**src/rtl/clock_pkg.sv**
```systemverilog
// Shared types, field limits and calendar helper for the set-field editor.
package clock_pkg;

  typedef enum logic [1:0] {
    ST_IDLE   = 2'd0,
    ST_LOAD   = 2'd1,
    ST_EDIT   = 2'd2,
    ST_COMMIT = 2'd3
  } state_e;

  typedef enum logic [1:0] {
    TGT_NONE  = 2'b00,
    TGT_TIME  = 2'b01,
    TGT_DATE  = 2'b10,
    TGT_ALARM = 2'b11
  } tgt_e;

  localparam logic [6:0] HOUR_MAX  = 7'd23;
  localparam logic [6:0] MIN_MAX   = 7'd59;
  localparam logic [6:0] SEC_MAX   = 7'd59;
  localparam logic [6:0] YEAR_MAX  = 7'd99;
  localparam logic [6:0] MONTH_MIN = 7'd1;
  localparam logic [6:0] MONTH_MAX = 7'd12;
  localparam logic [6:0] DAY_MIN   = 7'd1;

  // Century 2000-2099: every year divisible by four is leap.
  function automatic logic [6:0] days_in_month(input logic [6:0] year, input logic [6:0] month);
    case (month)
      7'd2:                    days_in_month = (year[1:0] == 2'b00) ? 7'd29 : 7'd28;
      7'd4, 7'd6, 7'd9, 7'd11: days_in_month = 7'd30;
      default:                 days_in_month = 7'd31;
    endcase
  endfunction

endpackage

```
**src/rtl/set_field_controller_key_repeat.sv**
```systemverilog
// Key event generator: one pulse on press, then auto-repeat while held.
module key_repeat
  import clock_pkg::*;
#(
  parameter int HOLD_MS   = 500,
  parameter int REPEAT_MS = 100
) (
  input  logic clk,
  input  logic rst,
  input  logic tick_ms,
  input  logic key,
  output logic evt
);

  localparam int CW = $clog2(((HOLD_MS > REPEAT_MS) ? HOLD_MS : REPEAT_MS) + 1);

  logic          r_key_d;
  logic          r_rep;
  logic [CW-1:0] r_cnt;
  logic          w_rise;
  logic          w_hit;
  logic [CW-1:0] w_lim;
  logic [CW-1:0] w_cnt_inc;

  assign w_rise    = key & ~r_key_d;
  assign w_lim     = r_rep ? CW'(REPEAT_MS) : CW'(HOLD_MS);
  assign w_cnt_inc = r_cnt + CW'(1);
  // The press edge restarts timing, so a tick in that cycle is not counted.
  assign w_hit     = key & ~w_rise & tick_ms & (w_cnt_inc == w_lim);
  assign evt       = w_rise | w_hit;

  always_ff @(posedge clk) begin
    if (rst) begin
      r_key_d <= 1'b0;
      r_rep   <= 1'b0;
      r_cnt   <= '0;
    end else begin
      r_key_d <= key;
      if (!key || w_rise) begin
        r_rep <= 1'b0;
        r_cnt <= '0;
      end else if (tick_ms) begin
        if (w_hit) begin
          r_rep <= 1'b1;
          r_cnt <= '0;
        end else begin
          r_cnt <= w_cnt_inc;
        end
      end
    end
  end

endmodule

```
**src/rtl/set_field_controller.sv**
```systemverilog
// Field-by-field editor for time/date/alarm with valid/ready commit.
// Define SET_FIELD_DEC_KEY_EN to add a key_dec port with decrement support.
module set_field_controller
  import clock_pkg::*;
#(
  parameter int HOLD_MS   = 500,
  parameter int REPEAT_MS = 100
) (
  input  logic       clk,
  input  logic       rst,
  input  logic       tick_ms,
  input  logic       set_time_en,
  input  logic       set_date_en,
  input  logic       set_alarm_en,
  input  logic       key_next,
  input  logic       key_inc,
`ifdef SET_FIELD_DEC_KEY_EN
  input  logic       key_dec,
`endif
  input  logic [6:0] snap_f0,
  input  logic [6:0] snap_f1,
  input  logic [6:0] snap_f2,
  output logic [6:0] edit_f0,
  output logic [6:0] edit_f1,
  output logic [6:0] edit_f2,
  output logic [2:0] field_sel,
  output logic       wr_valid,
  output logic [1:0] wr_target,
  input  logic       wr_ready
);

  state_e     r_state;
  tgt_e       r_mode;
  tgt_e       r_tgt;
  tgt_e       w_req;
  logic [6:0] r_f0, r_f1, r_f2;
  logic [2:0] r_sel;
  logic       r_dirty;
  logic       r_valid;
  logic       r_next_d;

  logic       w_inc_evt, w_do_inc, w_dec, w_bump, w_next;
  logic [6:0] w_cur, w_lo, w_hi, w_val, w_dim, w_ndim;
  logic [6:0] w_n0, w_n1, w_n2;

  key_repeat #(.HOLD_MS(HOLD_MS), .REPEAT_MS(REPEAT_MS)) u_inc (
    .clk(clk), .rst(rst), .tick_ms(tick_ms), .key(key_inc), .evt(w_inc_evt)
  );

`ifdef SET_FIELD_DEC_KEY_EN
  logic w_dec_evt;
  key_repeat #(.HOLD_MS(HOLD_MS), .REPEAT_MS(REPEAT_MS)) u_dec (
    .clk(clk), .rst(rst), .tick_ms(tick_ms), .key(key_dec), .evt(w_dec_evt)
  );
  // Opposing events in one cycle cancel out entirely.
  assign w_do_inc = w_inc_evt & ~w_dec_evt;
  assign w_dec    = w_dec_evt & ~w_inc_evt;
`else
  assign w_do_inc = w_inc_evt;
  assign w_dec    = 1'b0;
`endif

  assign w_bump = w_do_inc | w_dec;
  assign w_next = key_next & ~r_next_d;
  assign w_dim  = days_in_month(r_f0, r_f1);

  always_comb begin
    w_req = TGT_NONE;
    if (set_time_en)       w_req = TGT_TIME;
    else if (set_date_en)  w_req = TGT_DATE;
    else if (set_alarm_en) w_req = TGT_ALARM;
  end

  always_comb begin
    w_cur = r_sel[0] ? r_f0 : (r_sel[1] ? r_f1 : r_f2);
    w_lo  = 7'd0;
    w_hi  = HOUR_MAX;
    if (r_mode == TGT_DATE) begin
      if (r_sel[0]) begin
        w_hi = YEAR_MAX;
      end else if (r_sel[1]) begin
        w_lo = MONTH_MIN;
        w_hi = MONTH_MAX;
      end else begin
        w_lo = DAY_MIN;
        w_hi = w_dim;
      end
    end else begin
      if (r_sel[1])      w_hi = MIN_MAX;
      else if (r_sel[2]) w_hi = SEC_MAX;
    end
    w_val = w_dec ? ((w_cur <= w_lo) ? w_hi : w_cur - 7'd1)
                  : ((w_cur >= w_hi) ? w_lo : w_cur + 7'd1);
    w_n0 = r_f0;
    w_n1 = r_f1;
    w_n2 = r_f2;
    if (r_sel[0])      w_n0 = w_val;
    else if (r_sel[1]) w_n1 = w_val;
    else               w_n2 = w_val;
    // Year or month change pulls the day back inside the new month.
    w_ndim = days_in_month(w_n0, w_n1);
    if (r_mode == TGT_DATE && !r_sel[2] && r_f2 > w_ndim) w_n2 = w_ndim;
  end

  always_ff @(posedge clk) begin
    if (rst) begin
      r_state  <= ST_IDLE;
      r_mode   <= TGT_NONE;
      r_tgt    <= TGT_NONE;
      r_f0     <= '0;
      r_f1     <= '0;
      r_f2     <= '0;
      r_sel    <= '0;
      r_dirty  <= 1'b0;
      r_valid  <= 1'b0;
      r_next_d <= 1'b0;
    end else begin
      r_next_d <= key_next;
      case (r_state)
        ST_IDLE: begin
          if (w_req != TGT_NONE) begin
            r_mode  <= w_req;
            r_state <= ST_LOAD;
          end
        end
        ST_LOAD: begin
          r_f0    <= snap_f0;
          r_f1    <= snap_f1;
          r_f2    <= (r_mode == TGT_ALARM) ? 7'd0 : snap_f2;
          r_sel   <= 3'b001;
          r_dirty <= 1'b0;
          r_state <= ST_EDIT;
        end
        ST_EDIT: begin
          if (w_req != r_mode) begin
            if (r_dirty) begin
              r_valid <= 1'b1;
              r_tgt   <= r_mode;
              r_state <= ST_COMMIT;
            end else begin
              r_sel   <= '0;
              r_state <= ST_IDLE;
            end
          end else if (w_next) begin
            r_sel <= (r_mode == TGT_ALARM) ? {1'b0, r_sel[0], r_sel[1]} : {r_sel[1:0], r_sel[2]};
          end else if (w_bump) begin
            r_f0    <= w_n0;
            r_f1    <= w_n1;
            r_f2    <= w_n2;
            r_dirty <= 1'b1;
          end
        end
        ST_COMMIT: begin
          if (wr_ready) begin
            r_valid <= 1'b0;
            r_tgt   <= TGT_NONE;
            r_sel   <= '0;
            r_state <= ST_IDLE;
          end
        end
        default: r_state <= ST_IDLE;
      endcase
    end
  end

  assign edit_f0   = r_f0;
  assign edit_f1   = r_f1;
  assign edit_f2   = r_f2;
  assign field_sel = r_sel;
  assign wr_valid  = r_valid;
  assign wr_target = r_tgt;

endmodule

```
**config.mk**
```make
export PLATFORM = sky130hd
export DESIGN_NAME = set_field_controller
export DESIGN_NICKNAME = d
export VERILOG_FILES = /design/src/rtl/clock_pkg.sv /design/src/rtl/set_field_controller_key_repeat.sv /design/src/rtl/set_field_controller.sv
export SDC_FILE = /design/constraint.sdc
export NUM_CORES = 1
export LEC_CHECK = 0
export BUFFER_PORTS_ARGS = -buffer_cell sky130_fd_sc_hd__buf_4
export CAP_MARGIN = 0
export CORE_MARGIN = 2
export CORE_UTILIZATION = 52
export CTS_BUF_LIST = sky130_fd_sc_hd__clkbuf_2
export CTS_CLUSTER_SIZE = 14
export DETAILED_ROUTE_END_ITERATION = 10
export PLACE_DENSITY_LB_ADDON = 0.25
export RECOVER_POWER = 100
export SYNTH_ARGS = -nofsm -noshare
export SYNTH_HDL_FRONTEND = slang
export SYNTH_SLANG_ARGS = --single-unit
```
**constraint.sdc**
```tcl
create_clock -name clk -period 4 [get_ports clk]
set_input_delay 0.4 -clock clk [delete_from_list [all_inputs] [get_ports clk]]
set_output_delay 0.4 -clock clk [all_outputs]
set_load 0.005 [all_outputs]
```
== Yosys cells after proc, flatten, opt, wreduce, memory -nomap -nowiden ==
Index checks and enable logic that the tools add are counted.

* Bits in registers: 44
* Latch bits: 0
* RAM bits: 0
* Bits in read-only memories: 0
* Memories: 0

* Add/sub/neg operators: 2
* Multiply operators: 0
* Divide/modulo/power cells: 0
* Order comparisons: 2
* Equal/unequal tests: 29
* Shifts and indexed selects: 0
* Mux-type cells: 60
* Bitwise operators: 9
* Reductions and logical operators: 23

{| class="wikitable"
|+ Operators with widths
! cell !! number
|-
| 2-to-1 mux 7 bit || 21
|-
| case mux 7 bit (2 select lines) || 3
|-
| equality test 7 x 3 -> 1 bit (second input constant) || 4
|-
| equality test 7 x 4 -> 1 bit (second input constant) || 4
|-
| 2-to-1 mux 2 bit || 9
|-
| 2-to-1 mux 9 bit || 2
|-
| 2-to-1 mux 3 bit || 5
|-
| equality test 7 x 2 -> 1 bit (second input constant) || 2
|-
| != test 2 bit (second input constant) || 7
|-
| 2-to-1 mux 6 bit || 2
|-
| != test 3 bit (second input constant) || 4
|-
| case mux 2 bit (2 select lines) || 3
|-
| AND reduction 4 bit || 3
|-
| 2-to-1 mux 1 bit || 10
|-
| adder 9 x 1 -> 9 bit (second input constant) || 1
|-
| equality test 9 bit || 1
|-
| case mux 3 bit (3 select lines) || 1
|-
| equality test 2 bit (second input constant) || 4
|-
| case mux 2 bit (4 select lines) || 1
|-
| OR reduction 4 bit || 2
|-
| adder 7 x 1 -> 7 bit (second input constant) || 1
|-
| >= comparator 7 bit || 1
|-
| > comparator 7 bit || 1
|-
| zero test 2 bit || 3
|-
| other kinds (18) || 30
|}

== Longest topological paths before layout ==
Gate-level depths: netlist of the first run.

* Word-level depth: 20
* Gate-level depth with buffers: 23
* Mapped depth without buffers: 22

== Hierarchy ==
Synthesis of the first run repeated with hierarchy kept, for this count alone.

* Cell total of the unflattened synthesis: 392
* Area total of the unflattened synthesis: 3078.0 µm²

{| class="wikitable"
|+ Modules (own cells, without submodules)
! module !! times used !! cells an instance !! area each (µm²) !! sequential area each (µm²)
|-
| set_field_controller || 1 || 313 || 2374.8 || 660.6
|-
| key_repeat || 1 || 79 || 703.2 || 220.2
|}

== Worst setup path before layout of the first run ==
No wires, ideal clock.

* Kind: reg-to-reg
* Start: reg r_sel[1] (netlist: field_sel[1])
* End: reg r_f2[3] (netlist: edit_f2[3])
* Arrival: 4149 ps
* Required time: 3920 ps
* Setup slack: -229 ps
* Cell stages (with the launch flop): 22
* Path buffers: 2
* Clock period less this slack: 4229 ps
* Path through: dfxtp_1 -> buf_2 -> mux2_2 -> mux2i_1 -> ha_1 -> nand2b_1 -> a211o_1 -> a21oi_1 -> o31ai_1 -> a41o_1 -> a21boi_0 -> o21ai_1 -> ha_1 -> nand2_1 -> nand4_1 -> o21ai_0 -> nand2_1 -> nand2_1 -> o21ba_4 -> buf_6 -> nor2_1 -> a211oi_2

* Word-level cells in the longest chain between the ends: 17
* Elaborated cells on any way between the ends: 33
* Classes of those cells: 1 x add/sub; 2 x order compare; 7 x eq/ne; 19 x mux; 4 x reduce/logical

{| class="wikitable"
|+ Ends and longest elaborated chain
! item !! line !! source
|-
| start: declaration || set_field_controller.sv:37 || <nowiki>logic [2:0] r_sel;</nowiki>
|-
| start signal: assignment || set_field_controller.sv:145 || <nowiki>r_sel <= (r_mode == TGT_ALARM) ? {1'b0, r_sel[0], r_sel[1]} : {r_sel[1:0], r_sel[2]};</nowiki>
|-
| 2-to-1 mux 5 bit || set_field_controller.sv:81 || <nowiki>end else if (r_sel[1]) begin</nowiki>
|-
| 2-to-1 mux 7 bit || set_field_controller.sv:79 || <nowiki>if (r_sel[0]) begin</nowiki>
|-
| 2-to-1 mux 7 bit || set_field_controller.sv:78 || <nowiki>if (r_mode == TGT_DATE) begin</nowiki>
|-
| >= comparator 7 bit || set_field_controller.sv:93 || <nowiki>: ((w_cur >= w_hi) ? w_lo : w_cur + 7'd1);</nowiki>
|-
| 2-to-1 mux 7 bit || set_field_controller.sv:93 ||
|-
| 2-to-1 mux 7 bit || set_field_controller.sv:98 || <nowiki>else if (r_sel[1]) w_n1 = w_val;</nowiki>
|-
| 2-to-1 mux 7 bit || set_field_controller.sv:97 || <nowiki>if (r_sel[0]) w_n0 = w_val;</nowiki>
|-
| equality test 7 x 3 -> 1 bit / equality test 7 x 4 -> 1 bit (equally long branches) || clock_pkg.sv:28 || <nowiki>case (month)</nowiki>
|-
| OR reduction 4 bit || clock_pkg.sv:28 ||
|-
| case mux 2 bit (2 select lines) || clock_pkg.sv:28 ||
|-
| > comparator 7 bit || set_field_controller.sv:102 || <nowiki>if (r_mode == TGT_DATE && !r_sel[2] && r_f2 > w_ndim) w_n2 = w_ndim;</nowiki>
|-
| logical AND 1 bit || set_field_controller.sv:102 ||
|-
| 2-to-1 mux 7 bit || set_field_controller.sv:102 ||
|-
| 2-to-1 mux 7 bit || set_field_controller.sv:146 || <nowiki>end else if (w_bump) begin</nowiki>
|-
| 2-to-1 mux 7 bit || set_field_controller.sv:144 || <nowiki>end else if (w_next) begin</nowiki>
|-
| 2-to-1 mux 7 bit || set_field_controller.sv:135 || <nowiki>if (w_req != r_mode) begin</nowiki>
|-
| case mux 7 bit (2 select lines) || set_field_controller.sv:119 || <nowiki>case (r_state)</nowiki>
|-
| end signal: assignment || set_field_controller.sv:129 || <nowiki>r_f2 <= (r_mode == TGT_ALARM) ? 7'd0 : snap_f2;</nowiki>
|-
| end signal: assignment || set_field_controller.sv:149 || <nowiki>r_f2 <= w_n2;</nowiki>
|-
| end: declaration || set_field_controller.sv:36 || <nowiki>logic [6:0] r_f0, r_f1, r_f2;</nowiki>
|}

Parallel ways exist; a longest one is shown, timed or not. The select of a mux whose other input is x is not followed.
A chain may end at the register's enable or synchronous reset.

== Final worst setup path of the first run ==
* Start: reg r_f1[5] (netlist: edit_f1[5])
* End: reg r_f2[1] (netlist: edit_f2[1])

* Word-level cells in the longest chain between the ends: 20
* Elaborated cells on any way between the ends: 39
* Classes of those cells: 1 x add/sub; 2 x order compare; 12 x eq/ne; 19 x mux; 5 x reduce/logical

{| class="wikitable"
|+ Ends and longest elaborated chain
! item !! line !! source
|-
| start: declaration || set_field_controller.sv:36 ||
|-
| start signal: assignment || set_field_controller.sv:128 || <nowiki>r_f1 <= snap_f1;</nowiki>
|-
| start signal: assignment || set_field_controller.sv:148 || <nowiki>r_f1 <= w_n1;</nowiki>
|-
| equality test 7 x 3 -> 1 bit / equality test 7 x 4 -> 1 bit (equally long branches) || clock_pkg.sv:28 ||
|-
| OR reduction 4 bit || clock_pkg.sv:28 ||
|-
| case mux 2 bit (2 select lines) || clock_pkg.sv:28 ||
|-
| 2-to-1 mux 5 bit || set_field_controller.sv:81 ||
|-
| 2-to-1 mux 7 bit || set_field_controller.sv:79 ||
|-
| 2-to-1 mux 7 bit || set_field_controller.sv:78 ||
|-
| >= comparator 7 bit || set_field_controller.sv:93 ||
|-
| 2-to-1 mux 7 bit || set_field_controller.sv:93 ||
|-
| [... 4 more ...] || n/a ||
|-
| case mux 2 bit (2 select lines) || clock_pkg.sv:28 ||
|-
| > comparator 7 bit || set_field_controller.sv:102 ||
|-
| logical AND 1 bit || set_field_controller.sv:102 ||
|-
| 2-to-1 mux 7 bit || set_field_controller.sv:102 ||
|-
| 2-to-1 mux 7 bit || set_field_controller.sv:146 ||
|-
| 2-to-1 mux 7 bit || set_field_controller.sv:144 ||
|-
| 2-to-1 mux 7 bit || set_field_controller.sv:135 ||
|-
| case mux 7 bit (2 select lines) || set_field_controller.sv:119 ||
|}

Parallel ways exist; a longest one is shown, timed or not. The select of a mux whose other input is x is not followed.

==> impl_metrics.tcl, run 1 <==
set metrics [dict create \
    final_area_mm2 0.00448 \
    grt_pass1_vias 3495 \
    swShare 0.391 \
    crit_fanout 5 \
    power.leakage_nw 1.95 \
    p_clk_frac 0.185 \
    p_switching_mw 0.601 \
    postCtsHoldBufs 0 \
    fp.dieW_um 81.5 \
    max_stage_delay_ps 410 \
    critPathBufInv 2 \
    drtAntennaViolNets 0 \
    synthFlopType "dfxtp_1" \
    drc 0 \
    synth_edf_count 0 \
    die_area_mm2 0.00664 \
    via_count 3784 \
    maxSlewHeadroom 0.424 \
    drv_slew 0 \
    num_antenna_cells 0 \
    htreeDepth 2 \
    rr_worst_depth 21 \
    ys_types 62 \
    drive_above_1_share 0.384 \
    yosysSeqAreaShare 0.282 \
    hold_path.class "input port to flop" \
    detailed_place.area_mm2 0.00404 \
    finish.net_count 578 \
    finalSetupViolCount 7 \
    min_path_cells 2 \
    start_util 0.534 \
    drv_cap 0 \
    cp_slowest_cell "dfxtp_1" \
    grt_overflow_total 0 \
    clkTransAtPathRegs_ps 280 \
    cts.path.max_buffers 2 \
    grt_use_total 0.319 \
    netlist_area_mm2 0.00312 \
    drtIter0Drc 288 \
    fin_crit_ps 4340 \
    rsz0062_at_grt "yes" \
    placedCellCount 585 \
    root_buffer "clkbuf_2" \
    cts_buffers 5 \
    cts_tree "yes" \
    drt_wl_total_um 11400 \
    yosysWarnings 0 \
    syn_area_per_cell_um2 7.56 \
    power_frac_comb 0.484 \
    vias_per_cell 6.18 \
    pre_cts_ws_ps -372 \
    core_mm2 0.00585 \
    ir_drop_mv 0.215 \
    endpoint_kind "flop" \
    syn-num-nets 455 \
    critPathTopFamily "simple AND/OR/NAND/NOR gates" \
    syn_inst 413 \
    rows 28 \
    hold_viol_final 0 \
    fin_crit_sh 1.09 \
    tightest_slew_ps 863 \
    fin_skew_ps 24.2 \
    path_class "flop to flop" \
    worstSetupStartpointType "flop" \
    route.detailed.wl_per_inst_um 18.6 \
    antenna_found_initial 0 \
    power_density_mw_per_mm2 343 \
    cts.sinks 44 \
    p_int_mw 0.935 \
    place.gp.congestion 0.998 \
    grt_first_pass_wirelength_um 16200 \
    cp_cell_sequence "nor3_4 -> and4b_1 -> a22o_1 -> o21ai_2 -> ha_1 -> nand2b_1 -> a211o_1 -> a21o_1 -> buf_6 -> and3_4 -> a211oi_4 -> nor3b_2 -> o21ai_2 -> ha_1 -> nand2_2 -> nand4_1 -> o21ai_1 -> nand2_1 -> buf_6 -> or4_1 -> o22ai_1" \
    violations "setup timing" \
    io_pins 57 \
    ys_seq_elements 44 \
    fin_cells 612 \
    path_depth 21 \
    dieHeight_um 81.5 \
    first_pass_iters 8 \
    seqPwrFrac 0.331 \
    grt_max_degree 37 \
    worstPathRequired_ps 4410 \
    fill_cells 401 \
    clk_latency_ps 460 \
    arrival_ps 4760 \
    timing.final.ws_setup_ps -345 \
    hpwlAfterDp_um 7370 \
    syn2layout_area_growth_pct 43.4 \
    io_buffers 56 \
    max_freq_mhz 230 \
    status "finished with violations" \
    async_flop_share 0 \
]
## path summary, 6_finish.rpt
path	start	to	slack (ps)
worst max-delay path	edit_f1[5]	edit_f2[1]	-340
worst min-delay path	set_time_en	r_mode[1]	140
worst max register to register	edit_f1[5]	edit_f2[1]	-340
worst min register to register	wr_valid	wr_valid	500
## layout by cell type, fill, tap and decap left out, drive strengths merged, types with 3 or more instances in the layout
cell type,n
and2,4
mux2,4
nor3b,3
o21a,3
nand2,50
nand3,10
a21oi,29
nor2,48
o211ai,4
nand4,5
xnor2,4
o21ai,23
buf,134
a211oi,14
nand2b,9
xor2,3
nor4,3
a22oi,6
mux2i,9
inv,26
nor2b,10
o22ai,7
dfxtp,44
a31oi,3
nor3,16
ha,12
a221oi,7
or3,5
a21o,5
clkbuf,6
## flip-flops by register name, summed over array words and instances (netlist names)
name,cells
edit_f0,7
edit_f1,7
edit_f2,7
field_sel,3
r_dirty,1
r_mode,2
r_next_d,1
r_state,2
u_inc.r_cnt,9
u_inc.r_key_d,1
u_inc.r_rep,1
wr_target,2
wr_valid,1
## cells by family after synthesis
family,Yosys count,synth area share
AND/OR/NAND/NOR,173,0.268
buffers and inverters,45,0.0605
adder cells (fa/ha/maj),12,0.0481
AO/OA/AOI/OAI,119,0.278
multiplexers,13,0.0445
flip-flops,44,0.282
XOR/XNOR,7,0.0196
## layer usage
layer / vias to the layer above / wire, um / global-route usage
met1: 1756 / 4180 / 0.346
met5: - / 0 / 0
li1: 1726 / - / -
met2: 234 / 5700 / 0.570
met3: 68 / 882 / 0.0659
met4: 0 / 629 / 0.186
## synthesized netlist by cell type, types with 5 or more instances
cell,count,share of area
nor3_1,16,0.026
a211oi_1,7,0.017
nand2_1,50,0.060
or3_1,5,0.010
a21o_1,5,0.012
a22oi_1,6,0.014
dfxtp_1,44,0.28
a211oi_2,7,0.028
nand2b_1,8,0.016
inv_1,25,0.030
nor2b_1,10,0.020
o21ai_0,22,0.035
ha_1,12,0.048
nor2_1,48,0.058
clkbuf_1,12,0.014
mux2i_1,8,0.026
nand3_1,9,0.014
o22ai_1,7,0.014
a21oi_1,27,0.043
## timing repair
action,in CTS,in global routing
hold endpoints to repair,0,0
cloned,0,1
gates resized for setup,25,32
pin swaps,16,15
buffers inserted,11,7
endpoints found under the setup margin,7,7
## power by group through the flow
stage | combinational (mW) | sequential (mW) | clock [mW]
6_report | 0.744 | 0.508 | 0.284
5_1_grt | 0.783 | 0.511 | 0.301
4_1_cts | 0.647 | 0.505 | 0.280
3_5_place_dp | 0.590 | 0.511 | 0
3_3_place_gp | 0.580 | 0.510 | 0
2_1_floorplan | 0.312 | 0.512 | 0
## layout make-up
class	count	area (um2)	area share
Multi-Input combinational cell	324	2260	0.504
Timing Repair Buffer	135	1070	0.239
Sequential cell	44	888	0.198
Inverter	26	100	0.0223
Tap cell	75	93.8	0.0209
Clock inverter	3	46.3	0.0103
Clock buffer	5	25.0	0.00559
## per-stage QoR
stage	utilization	hold slack, ps	setup TNS (ps)	power [mW]
6_report	0.766	139	-2070	1.54
2_1_floorplan	-	450	0	0.824
4_1_cts	0.731	142	-400	1.43
3_3_place_gp	0.690	445	-1970	1.09
3_5_place_dp	0.690	471	-2470	1.10
5_1_grt	0.766	138	-3140	1.60
Power figures use the tool's default switching activity.
==> run 2: changes to the inputs <==
CELL_PAD_IN_SITES_DETAIL_PLACEMENT = 2   (was default)
CELL_PAD_IN_SITES_GLOBAL_PLACEMENT = 2   (was default)
CORE_MARGIN = default   (was 2)
CORE_UTILIZATION = 30   (was 52)
==> impl_metrics.tcl, run 2 (synthesis results as in run 1) <==
set metrics [dict create \
    fin_crit_ps 4490 \
    hpwlAfterDp_um 10700 \
    timing.final.ws_setup_ps -486 \
    finalSetupViolCount 7 \
    clk_latency_ps 470 \
    io_pins 57 \
    drc 0 \
    final_area_mm2 0.00463 \
    finish.utilization 0.465 \
    whs_ps 149 \
    die_area_mm2 0.0108 \
    regMostFlops "u_inc.r_cnt" \
    grt_use_total 0.283 \
    path_class "flop to flop" \
    max_stage_delay_ps 450 \
    detailed_place.area_mm2 0.00420 \
    cts.path.max_buffers 2 \
    grt_pass1_vias 4267 \
    crit_start "edit_f1[6]" \
    max_freq_mhz 223 \
    setup-tns-final_ps -2680 \
    core_mm2 0.00995 \
    hold_viol_final 0 \
    drive_above_1_share 0.418 \
    cp_common_cell "o21ai_2" \
    violations "setup timing" \
    htreeDepth 2 \
    io_buffers 56 \
    critPathTopFamily "simple AND/OR/NAND/NOR gates" \
    drv_slew 0 \
    final_cell_mix "buf_4, nand2_1, nor2_1, dfxtp_1, inv_1" \
    r2r_end "edit_f2[1]" \
    tightest_slew_ps 880 \
    syn2layout_area_growth_pct 48.2 \
    drt_wl_total_um 15700 \
    num_antenna_cells 0 \
    drv_cap 0 \
    worstSetupStartpointType "flop" \
    grt_max_degree 37 \
    cts.sinks 44 \
    power.leakage_nw 2.00 \
    largest_reg_flops 9 \
    crit_fanout 5 \
    place.gp.congestion 0.879 \
    cts_buffers 5 \
    start_util 0.314 \
    postCtsHoldBufs 0 \
    grt_first_pass_wirelength_um 23700 \
    fin_crit_sh 1.12 \
    fin_skew_ps 37.9 \
    endpoint_kind "flop" \
    dieHeight_um 104 \
    grt_overflow_total 0 \
    worstPathRequired_ps 4390 \
    crit_end "edit_f2[1]" \
    route.detailed.wl_per_inst_um 22.9 \
    rr_worst_depth 22 \
    first_pass_iters 4 \
    critPathBufInv 3 \
    drtIter0Drc 171 \
    status "finished with violations" \
    arrival_ps 4880 \
    rsz0062_at_grt "yes" \
    layout_commonest_cell "buf_4" \
    cts_tree "yes" \
    cp_cell_sequence "nor3_2 -> buf_4 -> and4b_1 -> a22o_1 -> o21ai_2 -> ha_1 -> nand2b_4 -> a211o_1 -> buf_6 -> a21oi_4 -> and3_1 -> a21oi_2 -> nor3b_2 -> o21ai_2 -> ha_4 -> nand2_2 -> nand4_1 -> o21ai_2 -> nand2_2 -> buf_6 -> or4_4 -> o22ai_2" \
    rr_startpoint "edit_f1[6]" \
    root_buffer "clkbuf_2" \
    rrSetupSlack_ps -490 \
    vias_per_cell 5.59 \
    fin_cells 683 \
    power_density_mw_per_mm2 336 \
    clkTransAtPathRegs_ps 270 \
    via_count 3820 \
    cp_slowest_cell "or4_4" \
    fp.dieW_um 104 \
    drtAntennaViolNets 0 \
    path_depth 22 \
    maxSlewHeadroom 0.413 \
    hold_path.class "input port to flop" \
    placedCellCount 656 \
    ir_drop_mv 0.143 \
    rows 36 \
    antenna_found_initial 0 \
    finish.net_count 592 \
]
==> run 2: cell count changes in the layout (fill, tap and decap cells not counted), sizes merged <==
cell / before / now
inv: 26 / 25
bufinv: 1 / 0
buf: 134 / 149
clkbuf: 6 / 5
clkinvlp: 1 / 0
clkinv: 1 / 3
==> run 2: how the worst min path moves through the flow <==
stage	startpoint	to	slack, ps	cells past startpoint
CTS	set_time_en	r_mode[1]	140	2
floorplan	r_dirty	r_dirty	450	2
detailed placement	wr_valid	wr_valid	460	2
global route	set_time_en	r_mode[1]	130	2
global placement	wr_valid	wr_valid	450	2
finish	set_time_en	r_mode[1]	150	2
==> run 2: worst reg2reg max path, delay by kind of cell (launching register included) <==
| family | cells | cell delay [ps] |
|---|---|---|
| and+or+nand+nor | 9 | 1680 |
| DFF | 1 | 390 |
| buffers and inverters | 3 | 430 |
| adders and majority gates | 2 | 530 |
| AOI/OAI and AO/OA | 8 | 1360 |
==> run 2: layout make-up <==
cell class | instances | area (um2)
Clock buffer | 5 | 25.0
Fill cell | 1151 | 5320
Clock inverter | 2 | 7.51
Inverter | 26 | 97.6
Timing Repair Buffer | 149 | 1160
Multi-Input combinational cell | 324 | 2280
Tap cell | 133 | 166
Sequential cell | 44 | 893
==> run 2: through the flow <==
stage          setup WS [ps]  power [mW]
2_1_floorplan          0.689       0.824
3_3_place_gp            -521        1.14
3_5_place_dp            -795        1.19
4_1_cts                 -277        1.48
5_1_grt                 -601        1.62
6_report                -486        1.55
==> run 2: power breakdown <==
group	leakage (nW)	internal, mW	total (mW)	switching [mW]
combinational	1.61	0.395	0.840	0.445
sequential	0.363	0.474	0.515	0.0414
clock	0.0239	0.0359	0.199	0.163
==> run 2: layer usage <==
metal | up-vias | global-route usage | part of all wire
li1 | 1757 | - | -
met2 | 94 | 0.533 | 0.53
met4 | 0 | 0.122 | 0.033
met3 | 42 | 0.0345 | 0.031
met5 | - | 0 | 0
met1 | 1927 | 0.317 | 0.41
==> run 2: what timing repair did <==
| action | CTS | global route |
|---|---|---|
| gates cloned | 0 | 0 |
| gates resized for setup | 50 | 21 |
| hold endpoints to repair | 0 | 0 |
| setup buffers | 19 | 1 |
| endpoints found under the setup margin | 7 | 7 |
| pin swaps | 20 | 13 |
